[src/rtl/csr_access_unit_pkg.sv]
// Shared types and constants for the Zicsr execute-stage sequencer.
package csr_inc;

  typedef enum logic [1:0] {
    PRIV_U = 2'b00,
    PRIV_S = 2'b01,
    PRIV_M = 2'b11
  } priv_mode_t;

  localparam logic [1:0] CSR_OP_RW = 2'b01;
  localparam logic [1:0] CSR_OP_RS = 2'b10;
  localparam logic [1:0] CSR_OP_RC = 2'b11;

  localparam logic [11:0] CSR_ADDR_CYCLE    = 12'hC00;
  localparam logic [11:0] CSR_ADDR_TIME     = 12'hC01;
  localparam logic [11:0] CSR_ADDR_SSTATUS  = 12'h100;
  localparam logic [11:0] CSR_ADDR_MSTATUS  = 12'h300;
  localparam logic [11:0] CSR_ADDR_MSCRATCH = 12'h340;

  typedef enum logic [1:0] {
    IDLE,
    READ,
    WRITE,
    RESP
  } csr_acc_state_t;

  // RS/RC with x0 or uimm=0 are pure reads and must not touch the CSR.
  function automatic logic csr_do_write(input logic [2:0] funct3, input logic [4:0] rs1_idx);
    return (funct3[1:0] == CSR_OP_RW) || (rs1_idx != '0);
  endfunction

endpackage

[src/rtl/csr_access_unit_if.sv]
// Request, CSR-file and response signals of the CSR access unit.
interface csr_access_unit_if #(
  parameter int unsigned XLEN = 32
);
  logic            req_valid;
  logic            req_ready;
  logic [2:0]      req_funct3;
  logic [11:0]     req_csr_addr;
  logic [4:0]      req_rs1_idx;
  logic [XLEN-1:0] req_rs1_value;
  logic [4:0]      req_rd;

  logic [11:0]     csr_addr;
  logic            csr_read_en;
  logic [XLEN-1:0] csr_read_data;
  logic            csr_read_illegal;
  logic            csr_write_en;
  logic [XLEN-1:0] csr_write_data;

  logic            resp_valid;
  logic [4:0]      resp_rd;
  logic [XLEN-1:0] resp_data;
  logic            illegal_instr_exception;

  // master: pipeline plus CSR file surrounding the unit; slave: the unit itself
  modport master (
    output req_valid, req_funct3, req_csr_addr, req_rs1_idx, req_rs1_value, req_rd,
    output csr_read_data, csr_read_illegal,
    input  req_ready, csr_addr, csr_read_en, csr_write_en, csr_write_data,
    input  resp_valid, resp_rd, resp_data, illegal_instr_exception
  );

  modport slave (
    input  req_valid, req_funct3, req_csr_addr, req_rs1_idx, req_rs1_value, req_rd,
    input  csr_read_data, csr_read_illegal,
    output req_ready, csr_addr, csr_read_en, csr_write_en, csr_write_data,
    output resp_valid, resp_rd, resp_data, illegal_instr_exception
  );
endinterface

[src/rtl/csr_access_unit_rmw_alu.sv]
// Read-modify-write value for CSRRW/RS/RC and their immediate forms.
module csr_rmw_alu
  import csr_inc::*;
#(
  parameter int unsigned XLEN = 32
) (
  input  logic [2:0]      funct3,
  input  logic [4:0]      rs1_idx,
  input  logic [XLEN-1:0] rs1_value,
  input  logic [XLEN-1:0] old_value,
  output logic [XLEN-1:0] new_value,
  output logic            do_write
);
  logic [XLEN-1:0] src;

  always_comb begin
    src       = funct3[2] ? {{(XLEN-5){1'b0}}, rs1_idx} : rs1_value;
    new_value = old_value;
    unique case (funct3[1:0])
      CSR_OP_RW: new_value = src;
      CSR_OP_RS: new_value = old_value | src;
      CSR_OP_RC: new_value = old_value & ~src;
      default:   new_value = old_value;
    endcase
    do_write = csr_do_write(funct3, rs1_idx);
  end
endmodule

[src/rtl/csr_access_unit.sv]
// Zicsr sequencer: pre-check, CSR read, optional write, single-cycle response.
module csr_access_unit
  import csr_inc::*;
#(
  parameter int unsigned XLEN     = 32,
  parameter bit          RO_CHECK = 1'b1
) (
  input logic                clock,
  input logic                reset,
  input priv_mode_t          priv_mode,
  csr_access_unit_if.slave   bus
);
  csr_acc_state_t  state;
  logic [2:0]      funct3_q;
  logic [4:0]      rs1_idx_q;
  logic [XLEN-1:0] rs1_value_q;
  logic [4:0]      rd_q;
  logic [XLEN-1:0] old_q;
  logic [XLEN-1:0] new_value;
  logic            do_write;
  logic            pre_illegal;

  always_comb begin
    pre_illegal = (bus.req_funct3[1:0] == 2'b00)
               || (bus.req_csr_addr[9:8] > 2'(priv_mode))
               || (RO_CHECK && csr_do_write(bus.req_funct3, bus.req_rs1_idx)
                   && (bus.req_csr_addr[11:10] == 2'b11));
  end

  csr_rmw_alu #(.XLEN(XLEN)) u_alu (
    .funct3    (funct3_q),
    .rs1_idx   (rs1_idx_q),
    .rs1_value (rs1_value_q),
    .old_value (bus.csr_read_data),
    .new_value (new_value),
    .do_write  (do_write)
  );

  // Outputs are registered: each is set on the edge entering its state and cleared on exit.
  always_ff @(posedge clock) begin
    if (reset) begin
      state                       <= IDLE;
      funct3_q                    <= '0;
      rs1_idx_q                   <= '0;
      rs1_value_q                 <= '0;
      rd_q                        <= '0;
      old_q                       <= '0;
      bus.req_ready               <= 1'b1;
      bus.csr_addr                <= '0;
      bus.csr_read_en             <= 1'b0;
      bus.csr_write_en            <= 1'b0;
      bus.csr_write_data          <= '0;
      bus.resp_valid              <= 1'b0;
      bus.resp_rd                 <= '0;
      bus.resp_data               <= '0;
      bus.illegal_instr_exception <= 1'b0;
    end else begin
      unique case (state)
        IDLE: begin
          if (bus.req_valid) begin
            funct3_q      <= bus.req_funct3;
            rs1_idx_q     <= bus.req_rs1_idx;
            rs1_value_q   <= bus.req_rs1_value;
            rd_q          <= bus.req_rd;
            bus.csr_addr  <= bus.req_csr_addr;
            bus.req_ready <= 1'b0;
            if (pre_illegal) begin
              state                       <= RESP;
              bus.resp_valid              <= 1'b1;
              bus.illegal_instr_exception <= 1'b1;
            end else begin
              state           <= READ;
              bus.csr_read_en <= 1'b1;
            end
          end
        end
        READ: begin
          bus.csr_read_en <= 1'b0;
          old_q           <= bus.csr_read_data;
          if (bus.csr_read_illegal) begin
            state                       <= RESP;
            bus.resp_valid              <= 1'b1;
            bus.illegal_instr_exception <= 1'b1;
          end else if (do_write) begin
            state              <= WRITE;
            bus.csr_write_en   <= 1'b1;
            bus.csr_write_data <= new_value;
          end else begin
            state          <= RESP;
            bus.resp_valid <= 1'b1;
            bus.resp_rd    <= rd_q;
            bus.resp_data  <= bus.csr_read_data;
          end
        end
        WRITE: begin
          state              <= RESP;
          bus.csr_write_en   <= 1'b0;
          bus.csr_write_data <= '0;
          bus.resp_valid     <= 1'b1;
          bus.resp_rd        <= rd_q;
          bus.resp_data      <= old_q;
        end
        RESP: begin
          state                       <= IDLE;
          bus.req_ready               <= 1'b1;
          bus.resp_valid              <= 1'b0;
          bus.resp_rd                 <= '0;
          bus.resp_data               <= '0;
          bus.illegal_instr_exception <= 1'b0;
        end
        default: state <= IDLE;
      endcase
    end
  end
endmodule

[src/flat_wrapper.sv]
// flat-port wrapper written by rule: the top's interface ports become plain ports
module csr_access_unit_flat import csr_inc::*;
#(
  parameter int unsigned XLEN     = 32,
  parameter bit          RO_CHECK = 1'b1
)
  (clock, reset, priv_mode, bus_req_valid, bus_req_funct3, bus_req_csr_addr, bus_req_rs1_idx, bus_req_rs1_value, bus_req_rd, bus_csr_read_data, bus_csr_read_illegal, bus_req_ready, bus_csr_addr, bus_csr_read_en, bus_csr_write_en, bus_csr_write_data, bus_resp_valid, bus_resp_rd, bus_resp_data, bus_illegal_instr_exception);
  csr_access_unit_if #(.XLEN(XLEN)) bus_i ();
  input logic clock;
  input logic reset;
  input priv_mode_t priv_mode;
  input wire logic [$bits(bus_i.req_valid)-1:0] bus_req_valid;
  input wire logic [$bits(bus_i.req_funct3)-1:0] bus_req_funct3;
  input wire logic [$bits(bus_i.req_csr_addr)-1:0] bus_req_csr_addr;
  input wire logic [$bits(bus_i.req_rs1_idx)-1:0] bus_req_rs1_idx;
  input wire logic [$bits(bus_i.req_rs1_value)-1:0] bus_req_rs1_value;
  input wire logic [$bits(bus_i.req_rd)-1:0] bus_req_rd;
  input wire logic [$bits(bus_i.csr_read_data)-1:0] bus_csr_read_data;
  input wire logic [$bits(bus_i.csr_read_illegal)-1:0] bus_csr_read_illegal;
  output wire logic [$bits(bus_i.req_ready)-1:0] bus_req_ready;
  output wire logic [$bits(bus_i.csr_addr)-1:0] bus_csr_addr;
  output wire logic [$bits(bus_i.csr_read_en)-1:0] bus_csr_read_en;
  output wire logic [$bits(bus_i.csr_write_en)-1:0] bus_csr_write_en;
  output wire logic [$bits(bus_i.csr_write_data)-1:0] bus_csr_write_data;
  output wire logic [$bits(bus_i.resp_valid)-1:0] bus_resp_valid;
  output wire logic [$bits(bus_i.resp_rd)-1:0] bus_resp_rd;
  output wire logic [$bits(bus_i.resp_data)-1:0] bus_resp_data;
  output wire logic [$bits(bus_i.illegal_instr_exception)-1:0] bus_illegal_instr_exception;
  assign bus_i.req_valid = bus_req_valid;
  assign bus_i.req_funct3 = bus_req_funct3;
  assign bus_i.req_csr_addr = bus_req_csr_addr;
  assign bus_i.req_rs1_idx = bus_req_rs1_idx;
  assign bus_i.req_rs1_value = bus_req_rs1_value;
  assign bus_i.req_rd = bus_req_rd;
  assign bus_i.csr_read_data = bus_csr_read_data;
  assign bus_i.csr_read_illegal = bus_csr_read_illegal;
  assign bus_req_ready = bus_i.req_ready;
  assign bus_csr_addr = bus_i.csr_addr;
  assign bus_csr_read_en = bus_i.csr_read_en;
  assign bus_csr_write_en = bus_i.csr_write_en;
  assign bus_csr_write_data = bus_i.csr_write_data;
  assign bus_resp_valid = bus_i.resp_valid;
  assign bus_resp_rd = bus_i.resp_rd;
  assign bus_resp_data = bus_i.resp_data;
  assign bus_illegal_instr_exception = bus_i.illegal_instr_exception;
  csr_access_unit #(.XLEN(XLEN), .RO_CHECK(RO_CHECK)) u_core (.clock(clock), .reset(reset), .priv_mode(priv_mode), .bus(bus_i));
endmodule
[config.mk]
export PLATFORM = sky130hd
export DESIGN_NAME = csr_access_unit_flat
export DESIGN_NICKNAME = d
export VERILOG_FILES = /design/src/rtl/csr_access_unit_pkg.sv /design/src/rtl/csr_access_unit_if.sv /design/src/rtl/csr_access_unit_rmw_alu.sv /design/src/rtl/csr_access_unit.sv /design/src/flat_wrapper.sv
export SDC_FILE = /design/constraint.sdc
export NUM_CORES = 1
export LEC_CHECK = 0
export CORE_ASPECT_RATIO = 0.9
export CORE_MARGIN = 3
export CORE_UTILIZATION = 31
export DETAILED_ROUTE_END_ITERATION = 10
export PLACE_DENSITY = 0.66
export SLEW_MARGIN = 5
export SYNTH_ARGS = -nofsm -noshare
export SYNTH_HDL_FRONTEND = slang
export SYNTH_SLANG_ARGS = --single-unit
[constraint.sdc]
create_clock -name clock -period 2.74 [get_ports clock]
set_clock_uncertainty 0.2 [all_clocks]
set_input_delay 0.548 -clock clock [delete_from_list [all_inputs] [get_ports clock]]
set_output_delay 0.548 -clock clock [all_outputs]
set_load 0.05 [all_outputs]
Word-level counts from Yosys, hierarchy flattened
Index checks and enable logic that the tools add are counted.

Register bits: 165. Bits of input ports: 95. Output and inout bits: 86. Logic and storage cells: 87.

Magnitude comparators: 1. Eq/ne operators: 16. Muxes and demuxes: 31. Bitwise gates (word level): 3. Reductions and logical operators: 21.

Operator list (count): $pmux W32 S3 (2); $mux W32 (5); $pmux W32 S2 (1); $and A32 B32 Y32 (1); $not A32 Y32 (1); $or A32 B32 Y32 (1); $pmux W5 S3 (1); $reduce_and A3 Y1 (4); $mux W1 (11); $eq A2 B2 Y1 const B (5); $mux W5 (2); $ne A2 B2 Y1 const B (5); $reduce_bool A5 Y1 (2); $pmux W2 S4 (1); $eq A2 B1 Y1 const B (3); $mux W2 (3); $pmux W1 S2 (3); $reduce_bool A2 Y1 (3); $reduce_bool A3 Y1 (2); $logic_not A2 Y1 (2); $logic_or A1 B1 Y1 (4); $ne A2 B1 Y1 const B (2); $pmux W1 S4 (1); $reduce_and A2 Y1 (2); 5 further kinds (5).

Depth between registers and ports, before layout
Word-level depth: 7. Mapped depth: 9. Mapped depth without buffers: 6.

Modules after synthesis
Synthesis repeated with hierarchy kept, for this count alone.

Cells, all modules: 871. Area, all modules: 7253.2 sq um.

By module, submodules not included: csr_access_unit (times used 1, cells an instance 724, area each 6319.8 sq um, seq. area each 3303.2 sq um); csr_rmw_alu (times used 1, cells an instance 147, area each 933.4 sq um, seq. area each 0.0 sq um).

Worst setup path after synthesis
No wires, ideal clock.

Kind: in2reg. Start: input bus_req_rs1_idx[0]. End: register u_core.bus.illegal_instr_exception. Library setup time: 0.128 ns. Arrival time: 1.879 ns. Required time: 2.412 ns. Setup slack: 0.534 ns. Stages on the path: 4. Cell sequence: or4b_2 > o311ai_0 > a311oi_1 > mux2i_1.

Word-level cells in the longest chain between the ends: 6.

Ends and longest elaborated chain: start, declared (RTL line flat_wrapper.sv:15) `input wire logic [$bits(bus_i.req_rs1_idx)-1:0] bus_req_rs1_idx;`; $reduce_bool A5 Y1 (RTL line csr_access_unit_pkg.sv:29) `return (funct3[1:0] == CSR_OP_RW) || (rs1_idx != '0);`; $logic_or A1 B1 Y1 (RTL line csr_access_unit_pkg.sv:29); $logic_and A1 B1 Y1 (RTL line csr_access_unit.sv:27) `&& (bus.req_csr_addr[11:10] == 2'b11));`; $logic_or A1 B1 Y1 (RTL line csr_access_unit.sv:26) `|| (RO_CHECK && csr_do_write(bus.req_funct3, bus.req_rs1_idx)`; $ne A2 B1 Y1 (no line); $reduce_and A4 Y1 (no line); end signal, assigned (RTL line csr_access_unit.sv:56) `bus.illegal_instr_exception <= 1'b0;`; end signal, assigned (RTL line csr_access_unit.sv:70) `bus.illegal_instr_exception <= 1'b1;`; end signal, assigned (RTL line csr_access_unit.sv:83) `bus.illegal_instr_exception <= 1'b1;`; end, declared (RTL line csr_access_unit_if.sv:37) `output resp_valid, resp_rd, resp_data, illegal_instr_exception`.

Every way passes these cells. A chain may end at the register's enable or synchronous reset.

Worst setup path after layout
Start: register u_core.rs1_idx_q[0]. End: register u_core.bus.csr_write_data[27].

Word-level cells in the longest chain between the ends: 4.

Ends and longest elaborated chain: start, declared (RTL line csr_access_unit.sv:15) `logic [4:0] rs1_idx_q;`; start signal, assigned (RTL line csr_access_unit.sv:62) `rs1_idx_q <= bus.req_rs1_idx;`; $reduce_bool A5 Y1 (RTL line csr_access_unit_pkg.sv:29); $logic_or A1 B1 Y1 (RTL line csr_access_unit_pkg.sv:29); $ne A2 B1 Y1 (no line); $reduce_and A3 Y1 (no line); end signal, assigned (RTL line csr_access_unit.sv:87) `bus.csr_write_data <= new_value;`; end, declared (RTL line csr_access_unit_if.sv:36) `output req_ready, csr_addr, csr_read_en, csr_write_en, csr_write_data,`.

Every way passes these cells.

==> out/metrics.yaml <==
path_cells: "or4_4 -> o31ai_4 -> buf_4 -> nand3_1 -> a21oi_1"
gp_congestion: 0.753
synth-seq-cells: 165
netSwitchingFraction: 0.400
syn_area_per_cell_sq_um: 8.69
synth_area_leaders: "dfxtp_1 (43%), a21oi_1 (8.9%), nand2_1 (6.1%)"
antennaDiodeCount: 0
antenna_found_initial: 0
reg2reg_to: "u_core.bus.csr_write_data[27]"
die_area_sq_mm: 0.0265
start_util: 0.320
clock-sinks: 165
arrival_ns: 2.70
routed_wl_um: 23100
die_h_um: 155
first_pass_iters: 4
worstReg2RegStart: "u_core.rs1_idx_q[0]"
syn_nets: 977
hold_viol_final: 0
p_int_mw: 6.46
hold_ws_ns: 0.256
ios: 181
power_frac_comb: 0.442
p_sw_mw: 4.31
gr-total-overflow: 0
ant_nets: 0
drv_slew: 0
fin_crit_ns: 2.56
rr_worst_depth: 5
peakVddDrop_mv: 0.548
viasPerCell: 4.98
slew_headroom: 0.492
slowest_delay_ns: 0.64
hold_buffers: 0
fin_area_sq_mm: 0.0104
cts.repair.resized: 0
endpoint_kind: "register"
post-route-drc-count: 0
numCtsBuffers: 17
root_buffer: "clkbuf_16"
yosysTopAreaCellShare: 0.434
worst-path-max-fanout: 17
wl_met3_um: 1060
grt_pass1_wl_um: 36400
seqPwrFrac: 0.297
die_w_um: 171
drt_iter0_drc: 364
wl_per_cell_um: 17.2
portBuffers: 180
path_clk_slew_ns: 0.07
cts_tree: "built"
synth_cell_types: 44
reg2reg_setup_slack_ns: 0.18
holdCritPathClass: "reg -> reg"
cts_setup_buffers: 0
p_leak_nw: 3.71
whs_endpoint: "u_core.rd_q[1]"
dp_hpwl_um: 15800
fin_cells: 1341
worst_pin_slew_ns: 0.762
p_per_area_mw_per_mm2: 1030
worst-setup-path-type: "reg -> reg"
num-fill-cells: 2320
synth_flop_cell: "dfxtp_1"
yosysWarnings: 0
whs_path_depth: 2
syn_to_final_growth_pct: 37.3
finalSetupViolCount: 0
clockBufferDepth: 2
critical_path.startpoint: "u_core.rs1_idx_q[0]"
rows: 53
layout.nets: 1128
synth_area_sq_mm: 0.00761
crit_path_top_delay_cell: "o31ai_4"
dp.cells: 1309
rsz0062_at_grt: "false"
vias: 6684
drive_gt1_frac: 0.108
fin_crit_sh: 0.934
required_ns: 2.88
grt_pass1_vias: 6641
dpl-instance-area_sq_mm: 0.00976
outcome: "complete, no violations"
clk_latency_ns: 0.42
synth_cells: 875
start_kind: "register"
h-tree-depth: 4
clock_power_share: 0.261
hold_start: "u_core.rd_q[1]"
grt.total_usage: 0.174
top_layer_used: "met4"
synth_edf_count: 0
coreArea_sq_mm: 0.0237
drv_cap: 0
synth_area_leader_cell: "dfxtp_1"
wl_met2_um: 11000
async_reset_ff_frac: 0
ys_seq_area_frac: 0.434
max_freq_ghz: 0.391
grt_max_degree: 90
wl_met1_um: 10900
==> sequential cells by signal, indices dropped and copies added (netlist names) <==
signal	cells
u_core.bus.csr_addr	12
u_core.bus.csr_read_en	1
u_core.bus.csr_write_data	32
u_core.bus.csr_write_en	1
u_core.bus.illegal_instr_exception	1
u_core.bus.req_ready	1
u_core.bus.resp_data	32
u_core.bus.resp_rd	5
u_core.bus.resp_valid	1
u_core.funct3_q	3
u_core.old_q	32
u_core.rd_q	5
u_core.rs1_idx_q	5
u_core.rs1_value_q	32
u_core.state	2
==> layout make-up <==
cell class | instances | area (sq um) | area share
sequential | 165 | 3300 | 0.316
clock buffer | 21 | 470 | 0.0450
multi-input combinational | 626 | 3960 | 0.379
timing repair buffer | 208 | 2090 | 0.200
tap | 302 | 378 | 0.0362
clock inverter | 11 | 219 | 0.0210
inverter | 8 | 30.0 | 0.00287
==> per-layer routing <==
layer	track usage	vias up
met5	0	-
met4	0.0333	0
met3	0.0353	9
met2	0.294	128
met1	0.231	3213
li1	-	3334
==> worst max path at each step <==
stage	slack (ns)	cells past startpoint	to
2_1_floorplan	0.53	4	u_core.bus.illegal_instr_exception
6_report	0.18	5	u_core.bus.csr_write_data[27]
3_5_place_dp	-0.02	5	u_core.bus.illegal_instr_exception
3_3_place_gp	0.002	5	u_core.bus.illegal_instr_exception
5_1_grt	0.09	5	u_core.bus.csr_write_data[27]
4_1_cts	0.15	5	u_core.bus.csr_write_data[27]
==> layout by cell type (no fill, tap or decap), types with 3 or more instances in the layout <==
master	synthesis	routed
xnor2_1	32	32
ha_1	7	4
bufinv_16	0	6
nand2b_1	31	31
a31oi_1	3	3
nor2_1	67	67
nand2_1	123	122
inv_1	6	6
dfxtp_1	165	164
a21oi_1	135	135
clkdlybuf4s50_1	0	179
clkbuf_8	0	3
ha_2	0	3
mux2_2	6	6
nor3b_1	33	33
nand3_1	28	28
a21o_1	27	27
buf_12	0	6
a211oi_2	32	32
clkbuf_16	0	17
mux2i_1	34	34
nor2b_1	3	3
o211ai_1	30	30
a32o_1	5	5
buf_4	5	22
nand3b_1	6	6
==> critical path: cells and delay by family (launching register included) <==
| kind | cells | cell delay, ns |
|---|---|---|
| compound gates | 2 | 0.82 |
| buf+inv | 1 | 0.38 |
| flops | 1 | 0.34 |
| simple gates | 2 | 0.73 |
==> through the flow <==
stage                     power [mW]  TNS [ns]   util  setup WS, ns
after detailed placement        8.02   -0.0217  0.411       -0.0217
after global routing            11.4         0  0.440        0.0875
after floorplan                 6.62         0      -         0.534
after CTS                       10.9         0  0.440         0.150
final                           10.8         0  0.440         0.179
after global placement          7.94         0  0.411       0.00206
==> synthesized netlist by cell type (all sizes together) (3+ instances only) <==
master and instances:
nand2 123, dfxtp 165, nand2b 31, o211ai 30, nor3b 33, a21oi 135
nand3b 6, buf 20, a32o 5, clkbuf 56, a31oi 3, a21o 27
xnor2 32, nor2 67, a211oi 32, nor2b 3, mux2 6, mux2i 34
inv 6, ha 7, nand3 28
==> kinds of logic after synthesis <==
kind of cell / count (synthesis) / synth area share
flip-flops: 165 / 0.434
adder cells (fa/ha/maj): 7 / 0.0115
XOR/XNOR: 32 / 0.0368
multiplexers: 40 / 0.0536
AO/OA/AOI/OAI: 247 / 0.227
buffers and inverters: 84 / 0.0497
AND/OR/NAND/NOR: 300 / 0.187
==> power by group through the flow <==
stage                     registers, mW  clock network [mW]  logic, mW
after global placement             3.23                   0       4.71
final                              3.20                2.81       4.76
after detailed placement           3.24                   0       4.78
after global routing               3.26                2.97       5.14
after floorplan                    3.96                   0       2.66
after CTS                          3.20                2.87       4.80
Power figures use the tool's default switching activity.
